### config.mk
export PLATFORM = sky130hd
export DESIGN_NAME = p_mul_seq_flat
export DESIGN_NICKNAME = d
export VERILOG_FILES = /design/src/rtl/p_mul_seq_pkg.sv /design/src/rtl/p_mul_seq_if.sv /design/src/rtl/p_mul_seq_step.sv /design/src/rtl/p_mul_seq.sv /design/src/flat_wrapper.sv
export SDC_FILE = /design/constraint.sdc
export NUM_CORES = 1
export LEC_CHECK = 0
export BUFFER_PORTS_ARGS = -buffer_cell sky130_fd_sc_hd__buf_4
export CAP_MARGIN = 20
export CORE_AREA = 2 2 131 146
export CTS_CLUSTER_DIAMETER = 150
export DETAILED_ROUTE_END_ITERATION = 8
export DIE_AREA = 0 0 133 148
export GPL_TIMING_DRIVEN = 0
export PLACE_DENSITY = 0.81
export SLEW_MARGIN = 10
export SYNTH_ARGS = -nofsm -noshare
export SYNTH_HDL_FRONTEND = slang
export SYNTH_SLANG_ARGS = --single-unit
### constraint.sdc
create_clock -name clock -period 4.8 [get_ports clock]
set_input_delay 0.96 -clock clock [delete_from_list [all_inputs] [get_ports clock]]
set_output_delay 0.96 -clock clock [all_outputs]
set_load 0.01 [all_outputs]
### src/rtl/p_mul_seq_pkg.sv
// p_mul_seq shared types: pack-width encoding, FSM states,
// lane/step helpers and accumulator unpacking.
package p_mul_pkg;

  localparam int PW_32 = 0;
  localparam int PW_16 = 1;
  localparam int PW_8  = 2;
  localparam int PW_4  = 3;
  localparam int PW_2  = 4;
  localparam int NPW   = 5;

  typedef enum logic [1:0] {
    IDLE,
    BUSY,
    DONE
  } state_e;

  // Lane width for a one-hot pw, 0 when pw is not one-hot.
  function automatic int lane_w(input logic [4:0] pw);
    int w;
    w = 0;
    case (pw)
      5'b00001: w = 32;
      5'b00010: w = 16;
      5'b00100: w = 8;
      5'b01000: w = 4;
      5'b10000: w = 2;
      default:  w = 0;
    endcase
    return w;
  endfunction

  function automatic int lanes(input logic [4:0] pw);
    int w;
    w = lane_w(pw);
    return (w == 0) ? 0 : 32 / w;
  endfunction

  // Shift-add steps: max(1, W/BPC); illegal pw takes one step.
  function automatic logic [5:0] steps(
    input logic [4:0] pw,
    input int         bpc
  );
    int n;
    n = lane_w(pw) / bpc;
    if (n < 1) n = 1;
    return 6'(n);
  endfunction

  // The accumulator keeps lane i's 2W-bit product contiguous
  // at [2W*i +: 2W]; this regroups it into {high halves, low halves}.
  function automatic logic [63:0] unpack(
    input logic [63:0] acc,
    input logic [4:0]  pw
  );
    logic [31:0] lo;
    logic [31:0] hi;
    int          w;
    lo = '0;
    hi = '0;
    for (int k = 0; k < NPW; k++) begin
      w = 32 >> k;
      if (pw == 5'(1 << k)) begin
        for (int i = 0; i < 32; i++) begin
          lo[5'(i)] = acc[6'(2*w*(i/w) + i%w)];
          hi[5'(i)] = acc[6'(2*w*(i/w) + w + i%w)];
        end
      end
    end
    return {hi, lo};
  endfunction

endpackage

### src/rtl/p_mul_seq_if.sv
// p_mul_seq request interface: valid/ready handshake plus operands.
// master = requester, slave = multiplier.
interface p_mul_seq_if;
  logic        valid;
  logic        ready;
  logic        mul_l;
  logic        mul_h;
  logic        clmul;
  logic [4:0]  pw;
  logic [31:0] crs1;
  logic [31:0] crs2;
  logic [31:0] result;

  modport master (
    output valid, mul_l, mul_h, clmul, pw, crs1, crs2,
    input  ready, result
  );

  modport slave (
    input  valid, mul_l, mul_h, clmul, pw, crs1, crs2,
    output ready, result
  );
endinterface

### src/rtl/p_mul_seq_step.sv
// p_mul_step: one shift-add step for all lanes (combinational).
// i_a/i_b operands (b pre-shifted), i_off bit offset, o_inc increment.
module p_mul_step
  import p_mul_pkg::*;
#(
  parameter int BPC = 1
) (
  input  logic [31:0] i_a,
  input  logic [31:0] i_b,
  input  logic [4:0]  i_off,
  input  logic [4:0]  i_pw,
  input  logic        i_clmul,
  output logic [63:0] o_inc
);

  // Only each lane's low BPC bits of b are consumed per step.
  logic w_unused;
  assign w_unused = ^i_b;

  for (genvar k = 0; k < NPW; k++) begin : g_w
    localparam int W = 32 >> k;
    localparam int L = 32 / W;
    logic [63:0] w_inc;

    for (genvar i = 0; i < L; i++) begin : g_l
      logic [2*W-1:0] w_ps [BPC+1];
      assign w_ps[0] = '0;

      for (genvar j = 0; j < BPC; j++) begin : g_b
        if (j < W) begin : g_on
          logic           w_en;
          logic [2*W-1:0] w_pp;
          assign w_en = i_b[i*W+j]
                      && ((int'(i_off) + j) < W);
          assign w_pp = {{W{1'b0}}, i_a[i*W +: W]}
                      << (int'(i_off) + j);
          assign w_ps[j+1] =
            !w_en   ? w_ps[j] :
            i_clmul ? (w_ps[j] ^ w_pp) :
                      (w_ps[j] + w_pp);
        end else begin : g_off
          assign w_ps[j+1] = w_ps[j];
        end
      end

      assign w_inc[2*W*i +: 2*W] = w_ps[BPC];
    end
  end

  always_comb begin
    o_inc = '0;
    case (i_pw)
      5'b00001: o_inc = g_w[PW_32].w_inc;
      5'b00010: o_inc = g_w[PW_16].w_inc;
      5'b00100: o_inc = g_w[PW_8].w_inc;
      5'b01000: o_inc = g_w[PW_4].w_inc;
      5'b10000: o_inc = g_w[PW_2].w_inc;
      default:  o_inc = '0;
    endcase
  end

endmodule

### src/rtl/p_mul_seq.sv
// p_mul_seq: iterative packed multiplier, BPC bits per cycle.
// clock/resetn plain; bus carries valid/ready, operands, result.
module p_mul_seq
  import p_mul_pkg::*;
#(
  parameter int BPC = 1
) (
  input  logic       clock,
  input  logic       resetn,
  p_mul_seq_if.slave bus
);

  state_e      r_state;
  state_e      w_nxt;
  logic [31:0] r_a;
  logic [31:0] r_b;
  logic [31:0] r_result;
  logic [4:0]  r_pw;
  logic [4:0]  r_off;
  logic        r_clmul;
  logic        r_mul_l;
  logic        r_mul_h;
  logic [63:0] r_acc;
  logic [5:0]  r_cnt;
  logic [63:0] w_inc;
  logic [63:0] w_acc;
  logic [63:0] w_unp;
  logic        w_last;
  logic [31:0] w_res;

  p_mul_step #(
    .BPC(BPC)
  ) u_step (
    .i_a    (r_a),
    .i_b    (r_b),
    .i_off  (r_off),
    .i_pw   (r_pw),
    .i_clmul(r_clmul),
    .o_inc  (w_inc)
  );

  // Lane products never exceed 2W bits, so a plain
  // 64-bit add cannot carry between lane slices.
  assign w_acc  = r_clmul ? (r_acc ^ w_inc)
                          : (r_acc + w_inc);
  assign w_last = (r_cnt == 6'd1);
  assign w_unp  = unpack(w_acc, r_pw);

  always_comb begin
    w_res = '0;
    if (r_mul_l)      w_res = w_unp[31:0];
    else if (r_mul_h) w_res = w_unp[63:32];
  end

  always_comb begin
    w_nxt = r_state;
    case (r_state)
      IDLE: if (bus.valid) w_nxt = BUSY;
      BUSY: begin
        if (!bus.valid)  w_nxt = IDLE;
        else if (w_last) w_nxt = DONE;
      end
      DONE:    w_nxt = IDLE;
      default: w_nxt = IDLE;
    endcase
  end

  always_ff @(posedge clock or negedge resetn) begin
    if (!resetn) r_state <= IDLE;
    else         r_state <= w_nxt;
  end

  always_ff @(posedge clock or negedge resetn) begin
    if (!resetn) begin
      r_a      <= '0;
      r_b      <= '0;
      r_pw     <= '0;
      r_clmul  <= 1'b0;
      r_mul_l  <= 1'b0;
      r_mul_h  <= 1'b0;
      r_acc    <= '0;
      r_cnt    <= '0;
      r_off    <= '0;
      r_result <= '0;
    end else begin
      case (r_state)
        IDLE: begin
          if (bus.valid) begin
            r_a     <= bus.crs1;
            r_b     <= bus.crs2;
            r_pw    <= bus.pw;
            r_clmul <= bus.clmul;
            r_mul_l <= bus.mul_l;
            r_mul_h <= bus.mul_h;
            r_acc   <= '0;
            r_cnt   <= steps(bus.pw, BPC);
            r_off   <= '0;
          end
        end
        BUSY: begin
          if (!bus.valid) begin
            r_acc <= '0;
            r_cnt <= '0;
          end else begin
            r_acc <= w_acc;
            r_cnt <= r_cnt - 6'd1;
            r_off <= r_off + 5'(BPC);
            r_b   <= r_b >> BPC;
            if (w_last) r_result <= w_res;
          end
        end
        default: ;
      endcase
    end
  end

  assign bus.ready  = (r_state == DONE);
  assign bus.result = r_result;

endmodule
### src/flat_wrapper.sv
// flat-port wrapper written by rule: the top's interface ports become plain ports
module p_mul_seq_flat import p_mul_pkg::*;
#(
  parameter int BPC = 1
)
  (clock, resetn, bus_valid, bus_mul_l, bus_mul_h, bus_clmul, bus_pw, bus_crs1, bus_crs2, bus_ready, bus_result);
  p_mul_seq_if bus_i ();
  input  logic clock;
  input  logic resetn;
  input wire logic [$bits(bus_i.valid)-1:0] bus_valid;
  input wire logic [$bits(bus_i.mul_l)-1:0] bus_mul_l;
  input wire logic [$bits(bus_i.mul_h)-1:0] bus_mul_h;
  input wire logic [$bits(bus_i.clmul)-1:0] bus_clmul;
  input wire logic [$bits(bus_i.pw)-1:0] bus_pw;
  input wire logic [$bits(bus_i.crs1)-1:0] bus_crs1;
  input wire logic [$bits(bus_i.crs2)-1:0] bus_crs2;
  output wire logic [$bits(bus_i.ready)-1:0] bus_ready;
  output wire logic [$bits(bus_i.result)-1:0] bus_result;
  assign bus_i.valid = bus_valid;
  assign bus_i.mul_l = bus_mul_l;
  assign bus_i.mul_h = bus_mul_h;
  assign bus_i.clmul = bus_clmul;
  assign bus_i.pw = bus_pw;
  assign bus_i.crs1 = bus_crs1;
  assign bus_i.crs2 = bus_crs2;
  assign bus_ready = bus_i.ready;
  assign bus_result = bus_i.result;
  p_mul_seq #(.BPC(BPC)) u_core (.clock(clock), .resetn(resetn), .bus(bus_i));
endmodule
# --- Word level (Yosys, flattened, before mapping) ---
# Cells that the tools add are included.
word_totals:
  register_bits: 181
  inputBits: 75
  output_inout_bits: 33
  wordCells: 171
classes:
  n_addsub: 3
  n_lt_le_gt_ge: 6
  n_eq_ne: 16
  shift: 31
  muxes: 65
  bitwise_logic: 1
  n_reduce_logical: 38
ops:
  columns: ["cell", "count"]
  rows:
  - ["$pmux W64 S5", 1]
  - ["$mux W64", 4]
  - ["$mux W16", 15]
  - ["$mux W32", 7]
  - ["$pmux W64 S2", 1]
  - ["$shl A2 B5 Y4", 16]
  - ["$add A64 B64 Y64", 1]
  - ["$mux W4", 16]
  - ["$mux W8", 8]
  - ["$pmux W32 S2", 1]
  - ["$shl A16 B5 Y32", 2]
  - ["$shl A32 B5 Y64", 1]
  - ["$shl A4 B5 Y8", 8]
  - ["$shl A8 B5 Y16", 4]
  - ["$xor A64 B64 Y64", 1]
  - ["$lt A32 B2 Y1 const B", 1]
  - ["$logic_and A1 B1 Y1", 31]
  - ["$pmux W6 S5", 1]
  - ["$mux W6", 3]
  - ["$pmux W6 S2", 1]
  - ["$eq A5 B1 Y1 const B", 2]
  - ["$eq A5 B2 Y1 const B", 2]
  - ["$eq A5 B3 Y1 const B", 2]
  - ["$eq A5 B4 Y1 const B", 2]
  - ["other kinds (21)", 29]

# --- Logic depth before layout (Yosys ltp) ---
depth:
  word_depth: 12
  mapped_depth: 24
  mapped_depth_nobuf: 20

# --- Modules after synthesis ---
# A second synthesis with hierarchy kept.
unflattened:
  hier_cells: 1690
  area_unflattened_um2: 13703.1
modules_own_cells:
  columns: ["mod", "n_inst", "cells_per_inst", "area_each_um2"]
  rows:
  - ["p_mul_seq", 1, 887, 8235.4]
  - ["p_mul_step", 1, 803, 5467.7]

# --- Worst setup path after synthesis ---
# No wires, ideal clock.
synth_path:
  path_type: "register to register"
  from: "reg u_core.r_off[0]"
  to: "reg u_core.r_result[13], in the netlist u_core.bus.result[13]"
  arrival_time_ns: 4.238
  required_ns: 4.674
  path_slack_ns: 0.436
  path_stages_with_launch: 20
  n_path_buf: 3
  synth_period_minus_slack_ns: 4.364
  cell_sequence: "dfrtp_1 > buf_4 > buf_6 > buf_4 > mux2_2 > a22oi_1 > nand2_1 > o21ai_1 > mux2i_1 > a221o_1 > ha_1 > nand2_1 > nor3_2 > o311ai_2 > and4_4 > or2_4 > o311ai_4 > nand2_1 > and3_1 > o32a_1"
synth_between:
  elab_chain_cells: 12
  word_cells_on_any_way: 68
  classes_between: "add/sub: 1; order compare: 5; shift: 16; mux: 29; bitwise: 1; reduce/logical: 16"
synth_lines:
  columns: ["item", "line", "source"]
  rows:
  - ["start, declared", "p_mul_seq.sv:19", "logic [4:0] r_off;"]
  - ["start signal, assigned", "p_mul_seq.sv:107", "r_off <= r_off + 5'(BPC);"]
  - ["$lt A5 B6 Y1 (tied with other cells)", "p_mul_seq_step.sv:34", "&& ((int'(i_off) + j) < W);"]
  - ["$logic_and A1 B1 Y1", "p_mul_seq_step.sv:34", null]
  - ["$mux W64 (tied with other cells)", "p_mul_seq_step.sv:38", "!w_en ? w_ps[j] :"]
  - ["$pmux W64 S5 *", "p_mul_seq_step.sv:52", "case (i_pw)"]
  - ["$add A64 B64 Y64 or $xor A64 B64 Y64 (tied branches)", "p_mul_seq.sv:45, p_mul_seq.sv:44", null]
  - ["$mux W64 *", "p_mul_seq.sv:44", "assign w_acc = r_clmul ? (r_acc ^ w_inc)"]
  - ["$mux W16 (4 in a row)", "p_mul_seq_pkg.sv:63", "if (pw == 5'(1 << k)) begin"]
  - ["$mux W16 (on tied branches)", "p_mul_seq.sv:52, p_mul_seq_pkg.sv:63", null]
  - ["$mux W32 *", "p_mul_seq.sv:51", "if (r_mul_l) w_res = w_unp[31:0];"]
  - ["end signal, assigned", "p_mul_seq.sv:109", "if (w_last) r_result <= w_res;"]
  - ["end, declared", "p_mul_seq.sv:17", "logic [31:0] r_result;"]
# Every way passes the cells marked *; elsewhere a longest branch is shown, timed or not.
# A chain may end at the register's enable or synchronous reset.

# --- Worst setup path after layout ---
layout_path:
  from: "reg u_core.r_pw[2]"
  to: "reg u_core.r_result[14], in the netlist u_core.bus.result[14]"
layout_between:
  elab_chain_cells: 10
  word_cells_on_any_way: 20
  classes_between: "add/sub: 1; eq/ne: 5; mux: 13; bitwise: 1"
layout_lines:
  columns: ["item", "line", "source"]
  rows:
  - ["start, declared", "p_mul_seq.sv:18", "logic [4:0] r_pw;"]
  - ["start signal, assigned", "p_mul_seq.sv:91", "r_pw <= bus.pw;"]
  - ["$eq A5 B5 Y1 (tied with other cells)", "p_mul_seq_pkg.sv:63, p_mul_seq_step.sv:52", null]
  - ["$pmux W64 S5", "p_mul_seq_step.sv:52", null]
  - ["$add A64 B64 Y64 or $xor A64 B64 Y64 (tied branches)", "p_mul_seq.sv:45, p_mul_seq.sv:44", null]
  - ["$mux W64", "p_mul_seq.sv:44", null]
  - ["$mux W16 (4 in a row)", "p_mul_seq_pkg.sv:63", null]
  - ["$mux W16 (on tied branches)", "p_mul_seq.sv:52, p_mul_seq_pkg.sv:63", null]
  - ["$mux W32 *", "p_mul_seq.sv:51", null]
# Marked as above.

==> run metrics <==
Global Route met2 Usage 69.04%; Worst Setup Slack, final -0.2307 ns; Post-Route WL 45,350 um; RSZ-0062 raised after global routing yes; Initial Util 60.00%; Pins Over Slew Limit 0; die area 0.01968 mm^2; Worst Path Max Fanout 10; Pleak 5.838 nW; GPL Wtd Cong 1.056; clk_lat worst skew 0.44 ns; final clock skew 0.01256 ns; fill count 1,235; #FFs+latches synth 133; Congestion Overflow GR 0; hold slack 0.4728 ns; crit path launch type register; worst r2r path cells 20; syn_area_per_cell 8.233 um^2; Warnings, synthesis 0; Final Hold Violating Endpoints 0; WS Path Type reg2reg; Vias 12,528; number of setup violations in the final report 16; fraction of layout cells with a size suffix above 1 28.60%; H-tree depth reported by CTS 4; Area growth, synth to finish 28.03%; origin of the worst setup path u_core.r_pw[2]; Min-Delay Path Class reg2reg; vias per inst 7.130; final setup TNS -1.922 ns; flop-to-flop setup slack -0.23 ns; vias in the first global route 11,743; Pre-antenna DRT Iters 7; port bufs 91; first-pass GRT wire length 65,580 um; max_cap viols 0; Total GRT Usage 43.21%; clock period minus worst slack 5.031 ns; # DRC 0; Synth cell types 94; CTS clk-pin slew, worst paths 0.08 ns; wire length per cell 25.81 um; I/O Pins 108; Inserted Diodes 0; Rows 52; Root Driver clkbuf_16; worst r2r dst u_core.bus.result[14]; Post-Syn Instances 1,323; GR Layer Usage met3 10.53%; Top Usage Layer GRT met2; Die Wd 133 um; slew margin rel. 42.22%; Clock Tree Buf Depth 2; status finished, violations left; Power Density 559.4 mW/mm^2; VDD IR-drop max 0.4202 mV; Initial DRC Count 1,798; top achievable clock speed 0.1988 GHz; Least-Margin Pin Slew 0.8635 ns; Req. time, crit path 5.11 ns; initial antenna violation count 0; CP endpoint u_core.bus.result[14]; CTS tree built; Post-DP HPWL 31,710 um; CTS Buf Count 17; largest net degree at the start of global routing 69; Core Box Area 0.01815 mm^2; chip height 148 um; clock sinks 133; antenna-violating nets left 0; Post-synth ARST share 100.0%; Reg-to-Reg Start u_core.r_pw[2]; failing checks negative setup slack; fin crit share 104.8%; main flop type after synthesis dfrtp_1; register area share after synthesis 30.56%; Worst Setup End Kind register; number of synthesized flops with an enable pin 0; met1 Usage GRT 50.58%; Netlist Area Pre-Place 0.01089 mm^2; Layout Nets 1,611; worst path arrival time 5.34 ns
## routing by layer
layer | vias up | routed length, um
met5 | - | 0
met4 | 0 | 4130
met3 | 360 | 5306
met2 | 1110 | 20300
met1 | 5819 | 15610
li1 | 5239 | -
## cells in the mapped netlist (8+ instances only)
cell | count | area share (%)
a211oi_1 | 12 | 0.83
buf_2 | 10 | 0.46
buf_4 | 19 | 1.3
o21a_1 | 8 | 0.55
mux2i_1 | 63 | 5.8
o22ai_1 | 19 | 1.1
a21oi_1 | 88 | 4.0
xnor2_1 | 18 | 1.4
nand2_1 | 187 | 6.4
mux2_2 | 47 | 4.9
and3_1 | 14 | 0.80
a22o_1 | 13 | 1.0
nor2b_1 | 12 | 0.69
a31oi_1 | 20 | 1.1
nor3_1 | 22 | 1.0
o221ai_1 | 14 | 1.1
o21ai_0 | 142 | 6.5
and2_1 | 13 | 0.75
dfrtp_1 | 133 | 31
nor2_1 | 104 | 3.6
inv_1 | 26 | 0.90
ha_1 | 34 | 3.9
buf_1 | 9 | 0.31
clkbuf_1 | 56 | 1.9
o21ai_1 | 12 | 0.55
nand4_1 | 11 | 0.63
xor2_1 | 11 | 0.88
a22oi_1 | 13 | 0.90
o211ai_1 | 12 | 0.83
clkbuf_8 | 8 | 1.0
nand3_1 | 25 | 1.1
## logic make-up after synthesis
logic type | after synthesis | share of synthesized area [%]
other | 1 | 0.03443
AND/OR/NAND/NOR | 433 | 18.02
buffers and inverters | 130 | 6.054
flip-flops | 133 | 30.56
XOR/XNOR | 29 | 2.332
AO/OA/AOI/OAI | 445 | 27.02
multiplexers | 117 | 11.89
adder cells (fa/ha/maj) | 35 | 4.090
## worst max-delay path: stages, from the launching register on
cell	delay [ns]
dfrtp_1	0.52
nor2_1	0.27
nand3_2	0.32
nor2_1	0.33
clkbuf_2	0.30
a22o_1	0.19
and2_1	0.17
ha_2	0.21
inv_1	0.06
fa_1	0.41
nor2b_2	0.22
o31ai_4	0.12
a2111oi_4	0.32
buf_4	0.23
o21ai_1	0.12
xor2_1	0.21
buf_4	0.17
o2111a_1	0.18
o41ai_1	0.08
o41ai_1	0.35
a31oi_1	0.12
## worst min path at each step
stage                    from             end  depth (start not counted)
2_1_floorplan  u_core.r_b[31]  u_core.r_b[31]                          2
3_3_place_gp   u_core.r_b[31]  u_core.r_b[31]                          2
3_5_place_dp   u_core.r_b[31]  u_core.r_b[31]                          2
4_1_cts        u_core.r_b[31]  u_core.r_b[31]                          2
5_1_grt        u_core.r_b[31]  u_core.r_b[31]                          2
6_report       u_core.r_b[31]  u_core.r_b[31]                          2
## repair_timing
action / in CTS / in global routing
buffers inserted: 19 / 33
endpoints found under the setup margin: 38 / 26
resized for setup: 109 / 131
hold buffers: 0 / 0
pin swaps: 21 / 38
cloned: 0 / 3
## flip-flops by register name, indices dropped and copies added, names as in the netlist
name / flops
u_core.r_state: 2
u_core.r_clmul: 1
u_core.r_acc: 32
u_core.r_off: 5
u_core.bus.result: 16
u_core.r_mul_l: 1
u_core.r_cnt: 6
u_core.r_b: 32
u_core.r_mul_h: 1
u_core.r_pw: 5
u_core.r_a: 32
## where the power goes
part | switching, W | internal (W)
combinational | 0.00264 | 0.00183
sequential | 0.000482 | 0.00151
clock | 0.000639 | 0.000706
## area by class of cell
class / instances / area (um^2) / share of cell area (%)
Multi-Input combinational cell: 1075 / 7740 / 55.50
Clock inverter: 15 / 181.4 / 1.301
Timing Repair Buffer: 148 / 1197 / 8.587
Inverter: 27 / 107.6 / 0.7716
Buffer: 99 / 655.6 / 4.702
Tap cell: 243 / 304.0 / 2.180
Sequential cell: 133 / 3333 / 23.90
Clock buffer: 17 / 425.4 / 3.051
## per-stage QoR
step / utilization [%] / power, W / cell area (um^2) / instances / worst slack (ns)
floorplan: - / 0.004118 / 10950 / 1338 / 0.4358
global placement: 65.75 / 0.005297 / 11940 / 1672 / -1.178
detailed placement: 65.95 / 0.005351 / 11970 / 1674 / -1.114
CTS: 72.25 / 0.006964 / 13120 / 1724 / 0.004150
global route: 76.82 / 0.008057 / 13940 / 1757 / -0.2572
finish: 76.82 / 0.007801 / 13940 / 1757 / -0.2307
## cell usage in the layout (no fill, tap or decap), types with 16 or more instances in the layout
cell / instances
a31oi_1: 17
mux2_2: 45
clkbuf_16: 20
inv_1: 25
clkbuf_1: 41
nor2_1: 97
o22ai_1: 17
mux2i_1: 53
conb_1: 16
dfrtp_1: 129
nor3_1: 19
buf_4: 162
o21ai_1: 19
a21oi_1: 73
nand2_1: 181
ha_1: 26
nand3_1: 23
o21ai_0: 121
Note: power is estimated with default switching activity, not from simulation.
